==> src/rtl/control_host.sv <==
`timescale 1ns/1ps
// control_host
// -----------------------------------------------------------------------------
// Host-side SPI master (mode 0, MSB first) for the coax interface control
// protocol. One request is accepted at a time over a valid/ready handshake. It
// is framed as a single chip-select transaction of 1-3 bytes. Reply bytes are
// captured from MISO and returned as a one-cycle response pulse.
//
// Parameters
//   CLK_DIV     SCLK half-period in clk cycles (>= 1)
//   GAP_CYCLES  length of CS setup, inter-byte gap, CS hold and deselect (>= 1)
//
// Ports
//   clk, reset      clock; synchronous active-high reset
//   req_valid_i     request present
//   req_ready_o     high only while idle; accept on req_valid_i & req_ready_o
//   req_op_i        0 READ_REG, 1 WRITE_REG, 2 TX, 3 RX, 4 RESET, 5-7 illegal
//   req_reg_i       register select (high nibble of the command byte)
//   req_mask_i      WRITE_REG mask
//   req_data_i      WRITE_REG value in [7:0], TX word in [9:0]
//   rsp_valid_o     one-cycle completion pulse
//   rsp_data_o      response word, held until the next rsp_valid_o
//   rsp_error_o     error flag, qualified by rsp_valid_o
//   busy_o          high from accept until the end of deselect
//   spi_cs_n_o      chip select, active low
//   spi_sclk_o      serial clock, idles low
//   spi_mosi_o      master out
//   spi_miso_i      master in, sampled when SCLK rises
// -----------------------------------------------------------------------------
module control_host #(
    parameter int CLK_DIV    = 4,
    parameter int GAP_CYCLES = 8
) (
    input  logic        clk,
    input  logic        reset,
    input  logic        req_valid_i,
    output logic        req_ready_o,
    input  logic [2:0]  req_op_i,
    input  logic [3:0]  req_reg_i,
    input  logic [7:0]  req_mask_i,
    input  logic [9:0]  req_data_i,
    output logic        rsp_valid_o,
    output logic [15:0] rsp_data_o,
    output logic        rsp_error_o,
    output logic        busy_o,
    output logic        spi_cs_n_o,
    output logic        spi_sclk_o,
    output logic        spi_mosi_o,
    input  logic        spi_miso_i
);

    localparam int DIV_W = $clog2(CLK_DIV) + 1;
    localparam int GAP_W = $clog2(GAP_CYCLES) + 1;
    localparam logic [DIV_W-1:0] DIV_LAST = DIV_W'(CLK_DIV - 1);
    localparam logic [GAP_W-1:0] GAP_LAST = GAP_W'(GAP_CYCLES - 1);

    localparam logic [2:0] OP_READ_REG  = 3'd0;
    localparam logic [2:0] OP_WRITE_REG = 3'd1;
    localparam logic [2:0] OP_TX        = 3'd2;
    localparam logic [2:0] OP_RX        = 3'd3;
    localparam logic [2:0] OP_RESET     = 3'd4;

    typedef enum logic [2:0] {
        ST_IDLE,
        ST_CS_SETUP,
        ST_SHIFT,
        ST_GAP,
        ST_CS_HOLD,
        ST_DESEL
    } state_t;

    state_t             state_q, state_d;
    logic [2:0]         op_q, op_d;
    logic [3:0]         reg_q, reg_d;
    logic [7:0]         mask_q, mask_d;
    logic [9:0]         data_q, data_d;
    logic [1:0]         byte_idx_q, byte_idx_d;
    logic [2:0]         bit_cnt_q, bit_cnt_d;
    logic [DIV_W-1:0]   div_q, div_d;
    logic [GAP_W-1:0]   gap_q, gap_d;
    logic               sclk_q, sclk_d;
    logic               mosi_q, mosi_d;
    logic [7:0]         tx_sh_q, tx_sh_d;
    logic [15:0]        rx_sh_q, rx_sh_d;
    logic               rsp_valid_q, rsp_valid_d;
    logic [15:0]        rsp_data_q, rsp_data_d;
    logic               rsp_error_q, rsp_error_d;

    logic [7:0]         cur_byte;
    logic [1:0]         last_idx;
    logic [15:0]        rsp_value;
    logic               rsp_err_value;

    // Byte to transmit for the latched op at the current byte index, and the
    // index of the final byte of the frame.
    always_comb begin
        cur_byte = 8'h00;
        last_idx = 2'd0;
        case (op_q)
            OP_READ_REG: begin
                last_idx = 2'd1;
                if (byte_idx_q == 2'd0) cur_byte = {reg_q, 4'h2};
            end
            OP_WRITE_REG: begin
                last_idx = 2'd2;
                case (byte_idx_q)
                    2'd0:    cur_byte = {reg_q, 4'h3};
                    2'd1:    cur_byte = mask_q;
                    default: cur_byte = data_q[7:0];
                endcase
            end
            OP_TX: begin
                last_idx = 2'd2;
                case (byte_idx_q)
                    2'd0:    cur_byte = 8'h04;
                    2'd1:    cur_byte = {6'b0, data_q[9:8]};
                    default: cur_byte = data_q[7:0];
                endcase
            end
            OP_RX: begin
                last_idx = 2'd2;
                if (byte_idx_q == 2'd0) cur_byte = 8'h05;
            end
            OP_RESET: begin
                last_idx = 2'd0;
                cur_byte = 8'h0f;
            end
            default: begin
                last_idx = 2'd0;
                cur_byte = 8'h00;
            end
        endcase
    end

    // The receive shifter keeps only the last 16 bits, so MISO byte 1 falls
    // out naturally on 3-byte frames and sits unused in [15:8] on 2-byte reads.
    always_comb begin
        rsp_value     = 16'h0000;
        rsp_err_value = 1'b0;
        case (op_q)
            OP_READ_REG: rsp_value = {8'h00, rx_sh_q[7:0]};
            OP_TX: begin
                rsp_value     = {8'h00, rx_sh_q[7:0]};
                rsp_err_value = (rx_sh_q[7:0] != 8'h00);
            end
            OP_RX: begin
                rsp_value     = rx_sh_q;
                rsp_err_value = rx_sh_q[15];
            end
            default: begin
                rsp_value     = 16'h0000;
                rsp_err_value = 1'b0;
            end
        endcase
    end

    always_ff @(posedge clk) begin
        if (reset) begin
            state_q     <= ST_IDLE;
            op_q        <= 3'd0;
            reg_q       <= 4'd0;
            mask_q      <= 8'd0;
            data_q      <= 10'd0;
            byte_idx_q  <= 2'd0;
            bit_cnt_q   <= 3'd0;
            div_q       <= '0;
            gap_q       <= '0;
            sclk_q      <= 1'b0;
            mosi_q      <= 1'b0;
            tx_sh_q     <= 8'd0;
            rx_sh_q     <= 16'd0;
            rsp_valid_q <= 1'b0;
            rsp_data_q  <= 16'd0;
            rsp_error_q <= 1'b0;
        end else begin
            state_q     <= state_d;
            op_q        <= op_d;
            reg_q       <= reg_d;
            mask_q      <= mask_d;
            data_q      <= data_d;
            byte_idx_q  <= byte_idx_d;
            bit_cnt_q   <= bit_cnt_d;
            div_q       <= div_d;
            gap_q       <= gap_d;
            sclk_q      <= sclk_d;
            mosi_q      <= mosi_d;
            tx_sh_q     <= tx_sh_d;
            rx_sh_q     <= rx_sh_d;
            rsp_valid_q <= rsp_valid_d;
            rsp_data_q  <= rsp_data_d;
            rsp_error_q <= rsp_error_d;
        end
    end

    always_comb begin
        state_d     = state_q;
        op_d        = op_q;
        reg_d       = reg_q;
        mask_d      = mask_q;
        data_d      = data_q;
        byte_idx_d  = byte_idx_q;
        bit_cnt_d   = bit_cnt_q;
        div_d       = div_q;
        gap_d       = gap_q;
        sclk_d      = sclk_q;
        mosi_d      = mosi_q;
        tx_sh_d     = tx_sh_q;
        rx_sh_d     = rx_sh_q;
        rsp_valid_d = 1'b0;
        rsp_data_d  = rsp_data_q;
        rsp_error_d = rsp_error_q;

        case (state_q)
            ST_IDLE: begin
                byte_idx_d = 2'd0;
                bit_cnt_d  = 3'd0;
                div_d      = '0;
                gap_d      = '0;
                sclk_d     = 1'b0;
                mosi_d     = 1'b0;
                if (req_valid_i) begin
                    op_d    = req_op_i;
                    reg_d   = req_reg_i;
                    mask_d  = req_mask_i;
                    data_d  = req_data_i;
                    rx_sh_d = 16'h0000;
                    if (req_op_i <= OP_RESET) begin
                        state_d = ST_CS_SETUP;
                    end else begin
                        // Illegal ops never touch the link; answer at once
                        // and stay ready.
                        rsp_valid_d = 1'b1;
                        rsp_data_d  = 16'h0000;
                        rsp_error_d = 1'b1;
                    end
                end
            end

            ST_CS_SETUP, ST_GAP: begin
                if (gap_q == GAP_LAST) begin
                    gap_d   = '0;
                    state_d = ST_SHIFT;
                    // First bit goes out at the start of the first low half.
                    mosi_d  = cur_byte[7];
                    tx_sh_d = {cur_byte[6:0], 1'b0};
                end else begin
                    gap_d = gap_q + GAP_W'(1);
                end
            end

            ST_SHIFT: begin
                // Sample in the first cycle SCLK is seen high.
                if (sclk_q && (div_q == '0)) begin
                    rx_sh_d = {rx_sh_q[14:0], spi_miso_i};
                end
                if (div_q == DIV_LAST) begin
                    div_d  = '0;
                    sclk_d = ~sclk_q;
                    if (sclk_q) begin
                        // Falling edge closes the bit.
                        if (bit_cnt_q == 3'd7) begin
                            bit_cnt_d = 3'd0;
                            mosi_d    = 1'b0;
                            if (byte_idx_q == last_idx) begin
                                state_d = ST_CS_HOLD;
                            end else begin
                                byte_idx_d = byte_idx_q + 2'd1;
                                state_d    = ST_GAP;
                            end
                        end else begin
                            bit_cnt_d = bit_cnt_q + 3'd1;
                            mosi_d    = tx_sh_q[7];
                            tx_sh_d   = {tx_sh_q[6:0], 1'b0};
                        end
                    end
                end else begin
                    div_d = div_q + DIV_W'(1);
                end
            end

            ST_CS_HOLD: begin
                if (gap_q == GAP_LAST) begin
                    gap_d       = '0;
                    state_d     = ST_DESEL;
                    // Response lands in the first cycle of cs_n high.
                    rsp_valid_d = 1'b1;
                    rsp_data_d  = rsp_value;
                    rsp_error_d = rsp_err_value;
                end else begin
                    gap_d = gap_q + GAP_W'(1);
                end
            end

            ST_DESEL: begin
                if (gap_q == GAP_LAST) begin
                    gap_d   = '0;
                    state_d = ST_IDLE;
                end else begin
                    gap_d = gap_q + GAP_W'(1);
                end
            end

            default: begin
                state_d = ST_IDLE;
            end
        endcase
    end

    assign req_ready_o = (state_q == ST_IDLE);
    assign busy_o      = (state_q != ST_IDLE);
    assign spi_cs_n_o  = (state_q == ST_IDLE) || (state_q == ST_DESEL);
    assign spi_sclk_o  = sclk_q;
    assign spi_mosi_o  = mosi_q;
    assign rsp_valid_o = rsp_valid_q;
    assign rsp_data_o  = rsp_data_q;
    assign rsp_error_o = rsp_error_q;

endmodule

==> config.mk <==
export PLATFORM = sky130hd
export DESIGN_NAME = control_host
export DESIGN_NICKNAME = d
export VERILOG_FILES = /design/src/rtl/control_host.sv
export SDC_FILE = /design/constraint.sdc
export NUM_CORES = 1
export LEC_CHECK = 0
export ABC_AREA = 1
export CORE_AREA = 2 2 90 109
export DETAILED_ROUTE_END_ITERATION = 12
export DIE_AREA = 0 0 92 111
export HOLD_SLACK_MARGIN = 0.03
export PLACE_DENSITY = 0.66
export SYNTH_ARGS = -nofsm -noshare
export SYNTH_HDL_FRONTEND = slang
export SYNTH_SLANG_ARGS = --single-unit
export TNS_END_PERCENT = 100
==> constraint.sdc <==
create_clock -name clk -period 1.9 [get_ports clk]
set_input_delay 0.38 -clock clk [delete_from_list [all_inputs] [get_ports clk]]
set_output_delay 0.38 -clock clk [all_outputs]
set_load 0.005 [all_outputs]
==> impl_metrics.py <==
metrics = {
    "critical_path": {
        "critPathKind": "flip-flop to output port",
        "worstPathMaxFanout": 6,
        "r2r-start": "byte_idx_q[1]",
        "end_kind": "output port",
        "arrival_ns": 1.44,
        "r2r_setup_slack_ns": 0.18,
        "critPathLaunchType": "flip-flop",
        "required_ns": 1.52,
        "r2r_end": "spi_mosi_o",
        "max_stage_delay_ns": 0.50,
        "cp_top_family": "buffers and inverters",
        "worstRegToRegCells": 11,
        "worstPathCellList": "inv_2 -> nand2_4 -> clkdlybuf4s50_1",
        "critPathBufInv": 2,
        "slowest_stage": "clkdlybuf4s50_1",
    },
    "power": {
        "power_mw": 6.457,
        "leakage_nw": 2.044,
        "switchingPower_mw": 2.489,
        "ir_worst_vdd_mv": 0.7046,
        "p_seq_share_pct": 35.7,
        "powerDensity_mw_per_mm2": 1296,
        "power.internal_mw": 3.968,
        "clockPowerShare_pct": 25.5,
        "switching_share_pct": 38.55,
        "combPwrFrac_pct": 38.8,
    },
    "synthesis": {
        "synth-main-ff-cell": "dfxtp_1",
        "synth_compound_area_share_pct": 17.59,
        "synth_top_family_by_area": "simple AND/OR/NAND/NOR gates",
        "synth_area_mm2": 0.004011,
        "synth_seq_area_share_pct": 41.42,
        "yosysUniqueCellTypes": 32,
        "syn_nets": 610,
        "synthAdderAreaFrac_pct": 2.183,
        "synth_xor_area_share_pct": 0.2183,
        "synth_largest_area_cell": "dfxtp_1",
        "syn_area_per_cell_um2": 6.988,
        "synth-simple-area-share_pct": 28.98,
        "syn_inst": 574,
        "ys_ff_latch": 83,
        "synth_area_leaders": "dfxtp_1 41%, nand2_1 13%, a21oi_1 8.1%",
        "synth_mux_area_share_pct": 0,
        "synth_edf_count": 0,
        "ys_warn_count": 0,
        "synthArstFlopShare_pct": 0,
        "synth_most_common_cell": "nand2_1",
        "synth_common_cells": "137 x nand2_1, 83 x dfxtp_1, 65 x a21oi_1",
        "synth_top_area_share_pct": 41.42,
    },
    "route": {
        "dr_total_vias": 3777,
        "routed_wirelength_um": 9420,
        "dr.pass1.iters": 4,
        "route.detailed.wl_per_inst_um": 12.46,
        "drt_iter0_markers": 171,
        "drc": 0,
        "ant_nets": 0,
        "avgViaCountPerCell": 4.996,
    },
    "global_routing": {
        "grt_overflow": 0,
        "grt_max_degree": 50,
        "grt_first_pass_wirelength_um": 16200,
        "grt_pass1_vias": 3657,
        "antenna_found_initial": 0,
        "grtUsageTotal_pct": 19.36,
    },
    "sta": {
        "tightest_slew_ns": 0.4759,
        "fmax_mhz": 548.2,
        "worst_clock_skew_ns": 0.006623,
        "finalSetupViolations": 0,
        "hold_viol_final": 0,
        "timing.final.crit_share_pct": 96.01,
        "setup-tns-final_ns": 0,
        "slew_viol_final": 0,
        "hold_slack_ns": 0.4571,
        "rsz0062_at_grt": "no",
        "period_minus_slack_ns": 1.824,
        "slew_headroom_pct": 68.27,
    },
    "clocking": {
        "cts.sink_count": 83,
        "clk_latency_ns": 0.34,
        "cts-root-buf": "clkbuf_16",
        "numCtsBuffers": 9,
        "ctsHoldBuffers": 0,
        "cts_tree": "yes",
        "clkSlewWorstSetupHoldPaths_ns": 0.06,
        "clockBufferDepth": 2,
        "cts_max_level": 3,
    },
    "run_status": {
        "status": "complete, no violations",
    },
    "floorplan": {
        "fp.dieArea_mm2": 0.01021,
        "num_io_pins": 52,
        "chipHeight_um": 111,
        "coreArea_mm2": 0.009271,
        "start_util_pct": 43.27,
        "die_x_um": 92,
        "rows": 39,
    },
    "worst_hold_path": {
        "hold_depth": 2,
        "hold_end": "mask_q[4]",
        "worstHoldStart": "mask_q[4]",
        "hold_class": "flip-flop to flip-flop",
    },
    "placed_design": {
        "portBuffers": 51,
        "dp_hpwl_um": 6895,
        "place_congestion": 0.8935,
    },
    "flow_run": {
        "drv_cap": 0,
    },
    "final_layout": {
        "drive_gt1_share_pct": 12.01,
        "finalNetCount": 664,
        "antennaDiodeCount": 0,
        "area_delta_synth_final_pct": 24.20,
    },
}
==> per-stage QoR <==
stage	setup slack (ns)	cell area (um2)	utilization, %	cells
2_1_floorplan	0.2990	4011	-	574
3_3_place_gp	0.03918	4681	50.49	739
3_5_place_dp	0.003124	4681	50.49	739
4_1_cts	0.005965	4975	53.66	756
5_1_grt	0.009979	4982	53.74	756
6_report	0.07587	4982	53.74	756
==> state kept, by name, summed over array words and instances (netlist names) <==
register	flops
rsp_valid_o	1
mask_q	8
div_q	3
data_q	10
op_q	3
state_q	3
spi_mosi_o	1
gap_q	4
bit_cnt_q	3
rsp_data_o	16
byte_idx_q	2
spi_sclk_o	1
reg_q	4
tx_sh_q	7
rx_sh_q	16
rsp_error_o	1
==> how the worst max path moves through the flow <==
stage	startpoint	end	slack [ns]	cells after the start
6_report	state_q[1]	busy_o	0.08	3
5_1_grt	byte_idx_q[1]	spi_mosi_o	0.01	11
4_1_cts	state_q[2]	spi_cs_n_o	0.006	5
3_5_place_dp	req_op_i[0]	rsp_data_o[10]	0.003	8
3_3_place_gp	req_op_i[0]	rsp_data_o[10]	0.04	8
2_1_floorplan	byte_idx_q[0]	tx_sh_q[3]	0.30	12
==> power groups by stage <==
stage	logic, mW	registers [mW]	clock network, mW
3_5_place_dp	2.49	2.33	0
5_1_grt	2.85	2.34	1.74
3_3_place_gp	2.46	2.32	0
2_1_floorplan	1.80	2.28	0
6_report	2.51	2.30	1.65
4_1_cts	2.53	2.30	1.67
==> what timing repair did <==
action,CTS,global route
gates cloned,0,0
pin swaps,1,1
setup endpoints to repair,3,2
resized for setup,6,3
setup buffers,1,0
==> layout make-up <==
class / count / area, um2
clock buffers: 11 / 242.7
clock inverters: 5 / 37.54
fillers: 921 / 4289
inverters: 63 / 240.2
multi-input cells: 404 / 1967
flip-flops and latches: 83 / 1668
well taps: 123 / 153.9
repair buffers: 67 / 673.1
==> metal layers <==
layer  part of all wire [%]  vias up  GRT usage, %  wire [um]
met4                    2.1        0         8.458        202
met3                    3.3       21         4.079        315
met5                      0        -             0          0
li1                       -     1960             -          -
met1                     45     1729         23.20       4284
met2                     49       67         33.19       4618
==> cells in the final DEF, fill, tap and decap left out <==
master           count
nand2_1            137
dfxtp_1             80
a21oi_1             65
o21ai_0             59
inv_1               54
clkdlybuf4s50_1     49
nor2_1              48
nand3_1             39
nor2_2              22
buf_4               13
clkbuf_16            9
inv_2                7
ha_1                 7
nand2_4              4
nor3_1               4
o21ai_1              3
buf_12               3
nor2_4               2
nand3_2              2
nand4_1              2
clkinv_2             2
o211ai_1             2
clkinvlp_4           2
dlymetal6s2s_1       2
dfxtp_2              2
inv_4                1
o22ai_2              1
nor3_2               1
o211a_1              1
a221oi_1             1
o21ai_4              1
xor2_1               1
a211oi_1             1
nand3b_1             1
clkbuf_1             1
inv_6                1
clkbuf_8             1
clkinv_4             1
dfxtp_4              1
==> worst reg2reg max path, delay by kind of cell (launching register included) <==
kind,cells,cell delay [ns]
fa+ha+maj,1,0.21
compound gates,1,0.11
flops,1,0.41
simple gates,7,0.66
buf+inv,2,0.25
==> cell families after synthesis <==
family          count (synthesis)
xor+xnor                        1
simple gates                  262
compound gates                134
flops                          83
buf+inv                        87
fa+ha+maj                       7
(Power assumes the default switching activity.)
